`config.mk`:
```
export PLATFORM = sky130hd
export DESIGN_NAME = ingress_framer
export DESIGN_NICKNAME = d
export VERILOG_FILES = /design/src/rtl/ingress_framer_pkg.sv /design/src/rtl/ingress_framer_sat_counter.sv /design/src/rtl/ingress_framer.sv
export SDC_FILE = /design/constraint.sdc
export NUM_CORES = 1
export LEC_CHECK = 0
export ABC_AREA = 1
export CORE_UTILIZATION = 35
export DETAILED_ROUTE_END_ITERATION = 8
export PLACE_DENSITY = 0.73
export SLEW_MARGIN = 20
export SYNTH_ARGS = -nofsm -noshare
export SYNTH_HDL_FRONTEND = slang
export SYNTH_HIERARCHICAL = 1
export SYNTH_SLANG_ARGS = --single-unit
```
`constraint.sdc`:
```
create_clock -name sys_clk -period 2.4 [get_ports sys_clk]
set_input_delay 0.48 -clock sys_clk [delete_from_list [all_inputs] [get_ports sys_clk]]
set_output_delay 0.48 -clock sys_clk [all_outputs]
set_load 0.03 [all_outputs]
```
`src/rtl/ingress_framer_pkg.sv`:
```
// Shared types for the ingress framer: the Avalon-ST beat, the framer state
// and a width-generic saturating increment.
package ingress_framer_pkg;

  localparam int unsigned DATA_W  = 32;
  localparam int unsigned EMPTY_W = 2;

  typedef struct packed {
    logic               valid;
    logic               sop;
    logic               eop;
    logic [DATA_W-1:0]  data;
    logic [EMPTY_W-1:0] empty;
  } avln_st;

  typedef enum logic [1:0] {
    IDLE,
    PASS,
    DISCARD
  } ingr_state_e;

  // Holds at the all-ones value of a w-bit counter (w <= 32).
  function automatic logic [31:0] sat_inc(input logic [31:0] v, input int unsigned w);
    logic [31:0] max_v;
    max_v = (w >= 32) ? '1 : ((32'd1 << w) - 32'd1);
    return (v >= max_v) ? v : v + 32'd1;
  endfunction

endpackage

```
`src/rtl/ingress_framer_sat_counter.sv`:
```
// Saturating event counter used for the framer statistics.
module sat_counter
  import ingress_framer_pkg::*;
#(
  parameter int unsigned W = 16
) (
  input  logic         sys_clk,
  input  logic         reset,
  input  logic         inc,
  input  logic         clear,
  output logic [W-1:0] count
);

  always_ff @(posedge sys_clk or posedge reset) begin
    if (reset) begin
      count <= '0;
    end else if (clear) begin
      count <= '0;
    end else if (inc) begin
      count <= W'(sat_inc(32'(count), W));
    end
  end

endmodule

```
`src/rtl/ingress_framer.sv`:
```
// Ingress framer: cleans a non-backpressured Avalon-ST stream into well-formed,
// length-bounded frames, dropping whole frames at sop while the delay FIFO is almost full.
module ingress_framer
  import ingress_framer_pkg::*;
#(
  parameter int unsigned CTR_SIZE  = 24,
  parameter int unsigned MIN_BEATS = 4,
  parameter int unsigned MAX_BEATS = 256,
  parameter int unsigned STAT_W    = 16
) (
  input  logic                sys_clk,
  input  logic                reset,
  input  avln_st              in,
  input  logic                fifo_afull,
  output avln_st              out,
  output logic                start,
  output logic                valid,
  output logic [CTR_SIZE-1:0] frame_index,
  output logic [STAT_W-1:0]   discard_cnt,
  output logic [STAT_W-1:0]   runt_cnt,
  output logic [STAT_W-1:0]   err_cnt
);

  localparam int unsigned LEN_W = $clog2(MAX_BEATS + 1);
  localparam logic [LEN_W-1:0] MIN_LEN = LEN_W'(MIN_BEATS);
  localparam logic [LEN_W-1:0] MAX_LEN = LEN_W'(MAX_BEATS);

  ingr_state_e      state, state_nxt;
  logic [LEN_W-1:0] frame_len, len_nxt, len_inc;
  avln_st           out_nxt;
  logic             start_nxt, valid_nxt, idx_inc;
  logic             discard_inc, runt_inc, err_inc;

  assign len_inc = frame_len + LEN_W'(1);

  always_comb begin
    state_nxt   = state;
    len_nxt     = frame_len;
    out_nxt     = '0;
    start_nxt   = 1'b0;
    valid_nxt   = 1'b0;
    idx_inc     = 1'b0;
    discard_inc = 1'b0;
    runt_inc    = 1'b0;
    err_inc     = 1'b0;
    if (in.valid) begin
      unique case (state)
        IDLE, DISCARD: begin
          if (in.sop) begin
            if (fifo_afull) begin
              discard_inc = 1'b1;
              state_nxt   = in.eop ? IDLE : DISCARD;
            end else begin
              out_nxt   = in;
              start_nxt = 1'b1;
              idx_inc   = 1'b1;
              len_nxt   = LEN_W'(1);
              if (in.eop) begin
                state_nxt = IDLE;
                if (MIN_BEATS <= 1) valid_nxt = 1'b1;
                else                runt_inc  = 1'b1;
              end else begin
                state_nxt = PASS;
              end
            end
          end else if (state == DISCARD) begin
            if (in.eop) state_nxt = IDLE;
          end else begin
            err_inc = 1'b1;
          end
        end
        PASS: begin
          if (in.sop) begin
            // Close the open frame with a synthetic eop; the new frame is dropped.
            out_nxt.valid = 1'b1;
            out_nxt.eop   = 1'b1;
            err_inc       = 1'b1;
            state_nxt     = DISCARD;
          end else begin
            out_nxt = in;
            len_nxt = len_inc;
            if (in.eop) begin
              state_nxt = IDLE;
              if (len_inc >= MIN_LEN) valid_nxt = 1'b1;
              else                    runt_inc  = 1'b1;
            end else if (len_inc == MAX_LEN) begin
              out_nxt.eop   = 1'b1;
              out_nxt.empty = '0;
              err_inc       = 1'b1;
              state_nxt     = DISCARD;
            end
          end
        end
        default: state_nxt = IDLE;
      endcase
    end
  end

  always_ff @(posedge sys_clk or posedge reset) begin
    if (reset) begin
      state       <= IDLE;
      frame_len   <= '0;
      out         <= '0;
      start       <= 1'b0;
      valid       <= 1'b0;
      frame_index <= '0;
    end else begin
      state       <= state_nxt;
      frame_len   <= len_nxt;
      out         <= out_nxt;
      start       <= start_nxt;
      valid       <= valid_nxt;
      frame_index <= frame_index + CTR_SIZE'(idx_inc);
    end
  end

  sat_counter #(.W(STAT_W)) u_discard_cnt (
    .sys_clk (sys_clk),
    .reset   (reset),
    .inc     (discard_inc),
    .clear   (1'b0),
    .count   (discard_cnt)
  );

  sat_counter #(.W(STAT_W)) u_runt_cnt (
    .sys_clk (sys_clk),
    .reset   (reset),
    .inc     (runt_inc),
    .clear   (1'b0),
    .count   (runt_cnt)
  );

  sat_counter #(.W(STAT_W)) u_err_cnt (
    .sys_clk (sys_clk),
    .reset   (reset),
    .inc     (err_inc),
    .clear   (1'b0),
    .count   (err_cnt)
  );

endmodule

```
# After elaboration in Yosys (flattened, before gate mapping)

Index checks and enable logic that the tools add are counted.

Reductions and logical operators: 8
$lt $le $gt $ge: 4
Bitwise logic cells: 3
Equality and inequality tests: 9
Multiplexer cells: 51
Add/subtract/negate cells: 5

Operators with widths:

| kind                    | count |
|---|---|
| $mux W37                | 3 |
| $pmux W37 S2            | 1 |
| $add A16 B1 Y16 const B | 3 |
| $ge A16 B16 Y1 const B  | 3 |
| $mux W34                | 1 |
| $mux W1                 | 29 |
| $mux W9                 | 3 |
| $add A24 B1 Y24         | 1 |
| $mux W2                 | 10 |
| $pmux W9 S2             | 1 |
| $add A9 B1 Y9 const B   | 1 |
| $eq A9 B9 Y1 const B    | 1 |
| $ge A9 B3 Y1 const B    | 1 |
| $ne A2 B2 Y1 const B    | 3 |
| $ne A3 B3 Y1 const B    | 2 |
| $reduce_and A2 Y1       | 3 |
| $reduce_and A5 Y1       | 1 |
| $ne A4 B4 Y1 const B    | 1 |
| $pmux W1 S2             | 2 |
| $pmux W2 S2             | 1 |
| $reduce_and A4 Y1       | 1 |
| $not A1 Y1              | 3 |
| $eq A2 B1 Y1 const B    | 1 |
| $eq A2 B2 Y1 const B    | 1 |
| 3 further kinds         | 3 |

Output and inout bits: 111
Logic and storage cells: 93
Bits in registers: 122

# Depth between registers and ports, before layout

Word-level depth: 8
Gate-level depth with buffers: 18
Gate-level depth less buffers: 17

# By module

Netlist, hierarchy kept.

Modules (own cells, without submodules):

| module                           | area each (um^2) | times used | cells each |
|---|---|---|---|
| ingress_framer                   | 3278.1           | 1          | 347 |
| sat_counter at u_discard_cnt ... | 1057.3           | 2          | 160 |
| sat_counter at u_runt_cnt        | 1052.3           | 1          | 160 |

# Worst setup path after synthesis

OpenSTA, ideal clock, no wires.

Path kind: flip-flop to flip-flop
From: reg state[0]
To: reg frame_index[16]
Buffers on the path: 0
Required time: 2265 ps
Setup slack: 62 ps
Stages on the path, launching flop included: 14
Arrival time: 2203 ps
Period minus slack after synthesis: 2338 ps
Cells stage by stage: dfrtp_1 inv_2 nand2_1 nor2_2 inv_1 nor2_1 ha_1 ha_1 nand2_1 nor2_2 nand4_2 nor3_4 nand3_2 xnor2_1

Cells in the longest elaborated chain, start to end: 5
Elaborated cells between the ends (all ways): 6
Those cells by class: add/sub (1); eq/ne (1); mux (2); reduce/logical (2)

RTL lines:

| element                                                 | line                  | text |
|---|---|---|
| from (decl)                                             | ingress_framer.sv:28  | `ingr_state_e state, state_nxt;` |
| from (signal assigned)                                  | ingress_framer.sv:108 | `state <= state_nxt;` |
| $eq A2 B2 Y1 / $logic_not A2 Y1 (equally long branches) | ingress_framer.sv:47  | `unique case (state)` |
| $reduce_or A2 Y1 (*)                                    | ingress_framer.sv:47  |  |
| $mux W1 (*)                                             | ingress_framer.sv:47  |  |
| $mux W1 (*)                                             | ingress_framer.sv:46  | `if (in.valid) begin` |
| via idx_inc                                             | ingress_framer.sv:31  | `logic start_nxt, valid_nxt, idx_inc;` |
| $add A24 B1 Y24 (*)                                     | ingress_framer.sv:113 | `frame_index <= frame_index + CTR_SIZE'(idx_inc);` |
| to (signal assigned)                                    | ingress_framer.sv:113 |  |
| to (decl)                                               | ingress_framer.sv:18  | `output logic [CTR_SIZE-1:0] frame_index,` |

Mark *: on every way through the listed nets, which the timed path passes. The rest lies on a longest branch.
A chain may end at the register's enable or synchronous reset.

# Worst setup path in the final report

From: in in[35] (netlist bit)
To: reg frame_index[22]

Cells in the longest elaborated chain, start to end: 4

RTL lines:

| element         | line                  | text |
|---|---|---|
| from (decl)     | ingress_framer.sv:13  | `input avln_st in,` |
| $mux W1         | ingress_framer.sv:49  | `if (in.sop) begin` |
| $mux W1         | ingress_framer.sv:47  |  |
| $mux W1         | ingress_framer.sv:46  |  |
| via idx_inc     | ingress_framer.sv:31  |  |
| $add A24 B1 Y24 | ingress_framer.sv:113 |  |

The timed path passes the listed nets, and every way through them passes these cells.

==> Implementation_results.wiki <==
{| class="wikitable"
! Metric !! Value
|-
| Critical Path Sink || frame_index[22]
|-
| Initial detailed-routing violation count || 401
|-
| Insertion delay of the later-clocked pin in the worst-skew pair || 0.42 ns
|-
| Multi-input combinational cell area || 3140 µm²
|-
| Leading cell type in the layout, fill and taps excluded || sky130_fd_sc_hd__nand2_1
|-
| Per-instance average area after synthesis || 7.79 µm²
|-
| Combinational cell fraction of total power || 14.6%
|-
| Distinct cell type count after synthesis || 40
|-
| Critical register-to-register path startpoint || frame_len[1]
|-
| HPWL reported at the end of detailed placement || 12.0 mm
|-
| Residual overflow from global routing || 0
|-
| CTS root buf || sky130_fd_sc_hd__clkbuf_16
|-
| Internal power || 4180 µW
|-
| Final clock skew || 0.00922 ns
|-
| Areal power density over the cells || 628 nW/µm²
|-
| Least-Margin Pin Slew || 0.663 ns
|-
| Area grow syn2layout || 43.1%
|-
| Reg clk slew, reported paths || 0.06 ns
|-
| Worst supply voltage drop on vdd || 0.542 mV
|-
| Final-stage net count || 1071
|-
| Detailed Routing Iterations Pass 1 || 5
|-
| Final ANT Viol Nets || 0
|-
| Grt met3 use || 5.59%
|-
| Summed instance area of the synthesized netlist || 6440 µm²
|-
| Most utilized layer in the global route result || met2
|-
| Number of hold buffers added after cts || 0
|-
| Number of cells produced by synthesis || 827
|-
| Part of the Yosys area used for sequential elements || 47.4%
|-
| DRC violations left || 0
|-
| Total of fill cells in the finished design || 1703
|-
| Share of the clock period used by the worst path after layout || 95.6%
|-
| Total via count after detailed routing || 6019
|-
| Area occupied by registers || 3050 µm²
|-
| Cell type with the highest aggregate area in the netlist || sky130_fd_sc_hd__dfrtp_1
|-
| Fraction of layout cells with a size suffix above 1 || 15.0%
|-
| Cell types with the largest area share after synthesis || sky130_fd_sc_hd__dfrtp_1 47%, sky130_fd_sc_hd__nand2_1 15%, sky130_fd_sc_hd__nor2_1 7.0%
|-
| Effective utilization at floorplan || 35.8%
|-
| Ys Warns || 6
|-
| Aggregate global-route resource usage || 18.8%
|-
| Floorplan row count || 49
|-
| Most frequent cells in the layout || 252 x sky130_fd_sc_hd__nand2_1, 150 x sky130_fd_sc_hd__clkdlybuf4s50_1, 121 x sky130_fd_sc_hd__dfrtp_1
|-
| Final weighted congestion in routability-driven placement || 0.884
|-
| Met1 Use GR || 23.9%
|-
| Fin. max-slew vios || 0
|-
| Post-placement setup slack || -0.382 ns
|-
| Total of buffers placed on input and output ports || 150
|-
| Count of maximum capacitance violations || 0
|-
| Worst-path maximum fanout || 3
|-
| Worst Slack Setup Final || 0.105 ns
|-
| Critical path endpoint category || register
|-
| Depth of the worst register-to-register path || 16
|-
| Worst relative slew slack || 55.7%
|-
| Core outline area || 18000 µm²
|-
| Post-Route Hold Slack || 0.367 ns
|-
| H-tree depth || 4
|-
| Area share of the leading cell type in the synthesized netlist || 47.4%
|-
| Switching power total || 1610 µW
|-
| Number of sinks driven by the clock tree || 122
|-
| Diodes inserted || 0
|-
| Maximum clock frequency || 436 MHz
|-
| Post-route minimum period || 2.29 ns
|-
| Path category of the worst min-delay check || primary input to asynchronous set/reset pin
|-
| Switching fraction of total power || 27.8%
|-
| Global routing met2 resource utilization || 31.1%
|-
| Arr. time, crit path || 2.60 ns
|-
| Worst setup startpoint || in[35]
|-
| Largest net degree at the start of global routing || 58
|-
| Power share of the clock group || 46.6%
|-
| Sequential fraction of design power || 38.8%
|-
| Detailed Route WL || 17.2 mm
|-
| Async set-reset flop share out of synthesis || 100%
|-
| Number of antenna violations at the first check in global routing || 0
|-
| Worst path cell trace || clkdlybuf4s50_1 > nand2_2 > nor2_4 > inv_2 > nor2_4 > ha_4 > ha_1 > nand2_1 > nor2_2 > nand4_2 > nor3_4 > nand2_1 > xor2_1
|-
| Reg-to-reg critical path endpoint || u_runt_cnt/count[10]
|-
| CP peak stage delay || 0.50 ns
|-
| CTS Buf Count || 17
|-
| Clock tree from TritonCTS || built
|-
| CP max-delay cell || sky130_fd_sc_hd__clkdlybuf4s50_1
|-
| Clock Path Buffers || 2
|-
| LEAKAGE || 0.00416 µW
|-
| Predominant post-synthesis flop cell || sky130_fd_sc_hd__dfrtp_1
|-
| Type of the setup path with the least slack || primary input to register
|-
| Worst reg-to-reg setup slack || 0.14 ns
|-
| CP startpoint kind || primary input
|-
| Ports || 151
|-
| Flops & latches, synth || 122
|-
| Mean number of vias per cell || 4.75
|-
| Final setup vio count || 0
|-
| EDFF count, synth || 0
|-
| Number of global-route vias before repair || 5637
|-
| Final hold violation count || 0
|-
| Routed wirelength normalized by instance count || 13.5 µm
|-
| First-pass GRT wire length || 27.7 mm
|-
| CP Data Required Time || 2.71 ns
|-
| Total Die Area || 19000 µm²
|-
| Run status || completed
|-
| Y dimension of the die || 138 µm
|-
| Die Span X || 138 µm
|}
-- power by group through the flow --
stage / Combinational, µW / Sequential, µW / Clock (µW)
4_1_cts: 799 / 2240 / 2780
5_1_grt: 925 / 2260 / 2880
3_3_place_gp: 791 / 2270 / 0
2_1_floorplan: 288 / 2410 / 0
3_5_place_dp: 796 / 2270 / 0
6_report: 846 / 2250 / 2700
-- synth_stat cells (8+ instances only) --
master	count
sky130_fd_sc_hd__nor2_2	14
sky130_fd_sc_hd__a21oi_1	17
sky130_fd_sc_hd__o21ai_1	11
sky130_fd_sc_hd__xnor2_1	9
sky130_fd_sc_hd__nand2_2	11
sky130_fd_sc_hd__inv_2	8
sky130_fd_sc_hd__nor2_1	121
sky130_fd_sc_hd__dfrtp_1	122
sky130_fd_sc_hd__xor2_1	22
sky130_fd_sc_hd__nand2_1	261
sky130_fd_sc_hd__nand3_1	69
sky130_fd_sc_hd__inv_1	66
sky130_fd_sc_hd__nand4_1	11
-- layer usage --
layer  wire length [µm]  part of all wire (%)
met1               7390                    43
met2               8250                    48
met3               1450                   8.4
met4                 64                  0.37
met5                  0                     0
-- kinds of logic after synthesis --
| kind of cell | Yosys count | share of synthesized area (%) |
|---|---|---|
| compound gates | 50 | 4.68 |
| xor+xnor | 32 | 4.47 |
| fa+ha+maj | 7 | 1.36 |
| buf+inv | 96 | 6.46 |
| flops | 122 | 47.4 |
| other cells | 1 | 0.0582 |
| simple gates | 519 | 35.6 |
-- final cells by class --
cell class	count	area share, %
multi-input cells	617	34.0
flip-flops and latches	122	33.1
repair buffers	186	19.6
clock buffers	18	4.76
inverters	79	3.32
well taps	229	3.11
clock inverters	14	1.97
repair inverters	1	0.0678
-- flip-flops by register name, summed over array words and instances (netlist names) --
register / flops
out: 37
frame_index: 24
u_discard_cnt/count: 16
u_err_cnt/count: 16
u_runt_cnt/count: 16
frame_len: 9
state: 2
start: 1
valid: 1
-- metrics by stage --
step | utilization [%] | cells | area, µm² | total power, µW | setup TNS (ns)
2_1_floorplan | - | 835 | 6470 | 2700 | 0
3_3_place_gp | 46.6 | 1228 | 8410 | 3060 | -3.08
3_5_place_dp | 46.6 | 1228 | 8410 | 3070 | -4.20
4_1_cts | 50.1 | 1260 | 9030 | 5810 | 0
5_1_grt | 51.2 | 1266 | 9220 | 6060 | -0.116
6_report | 51.2 | 1266 | 9220 | 5790 | 0
-- timing repair --
item | in CTS | in global routing
endpoints found under the setup margin | 3 | 39
resized for setup | 1 | 42
pin swaps | 0 | 15
cloned | 0 | 2
hold endpoints to repair | 0 | 0
buffers inserted | 0 | 4
-- worst min-delay path by stage --
stage              startpoint                     end  slack, ns  cells past startpoint
2_1_floorplan           reset  u_discard_cnt/count[0]       0.39                      1
3_3_place_gp   frame_index[0]          frame_index[0]       0.51                      1
3_5_place_dp   frame_index[7]          frame_index[7]       0.51                      1
4_1_cts                 reset                 out[34]       0.37                      2
5_1_grt                 reset                 out[34]       0.40                      2
6_report                reset                 out[34]       0.37                      2
-- worst max-delay path: cells and delay by family --
family | cells | cell delay, ns
and+or+nand+nor | 8 | 1.09
adders and majority gates | 2 | 0.31
xor gates and xnor gates | 1 | 0.14
buffers and inverters | 2 | 0.56
No activity file was read; power rests on OpenSTA's default activity.
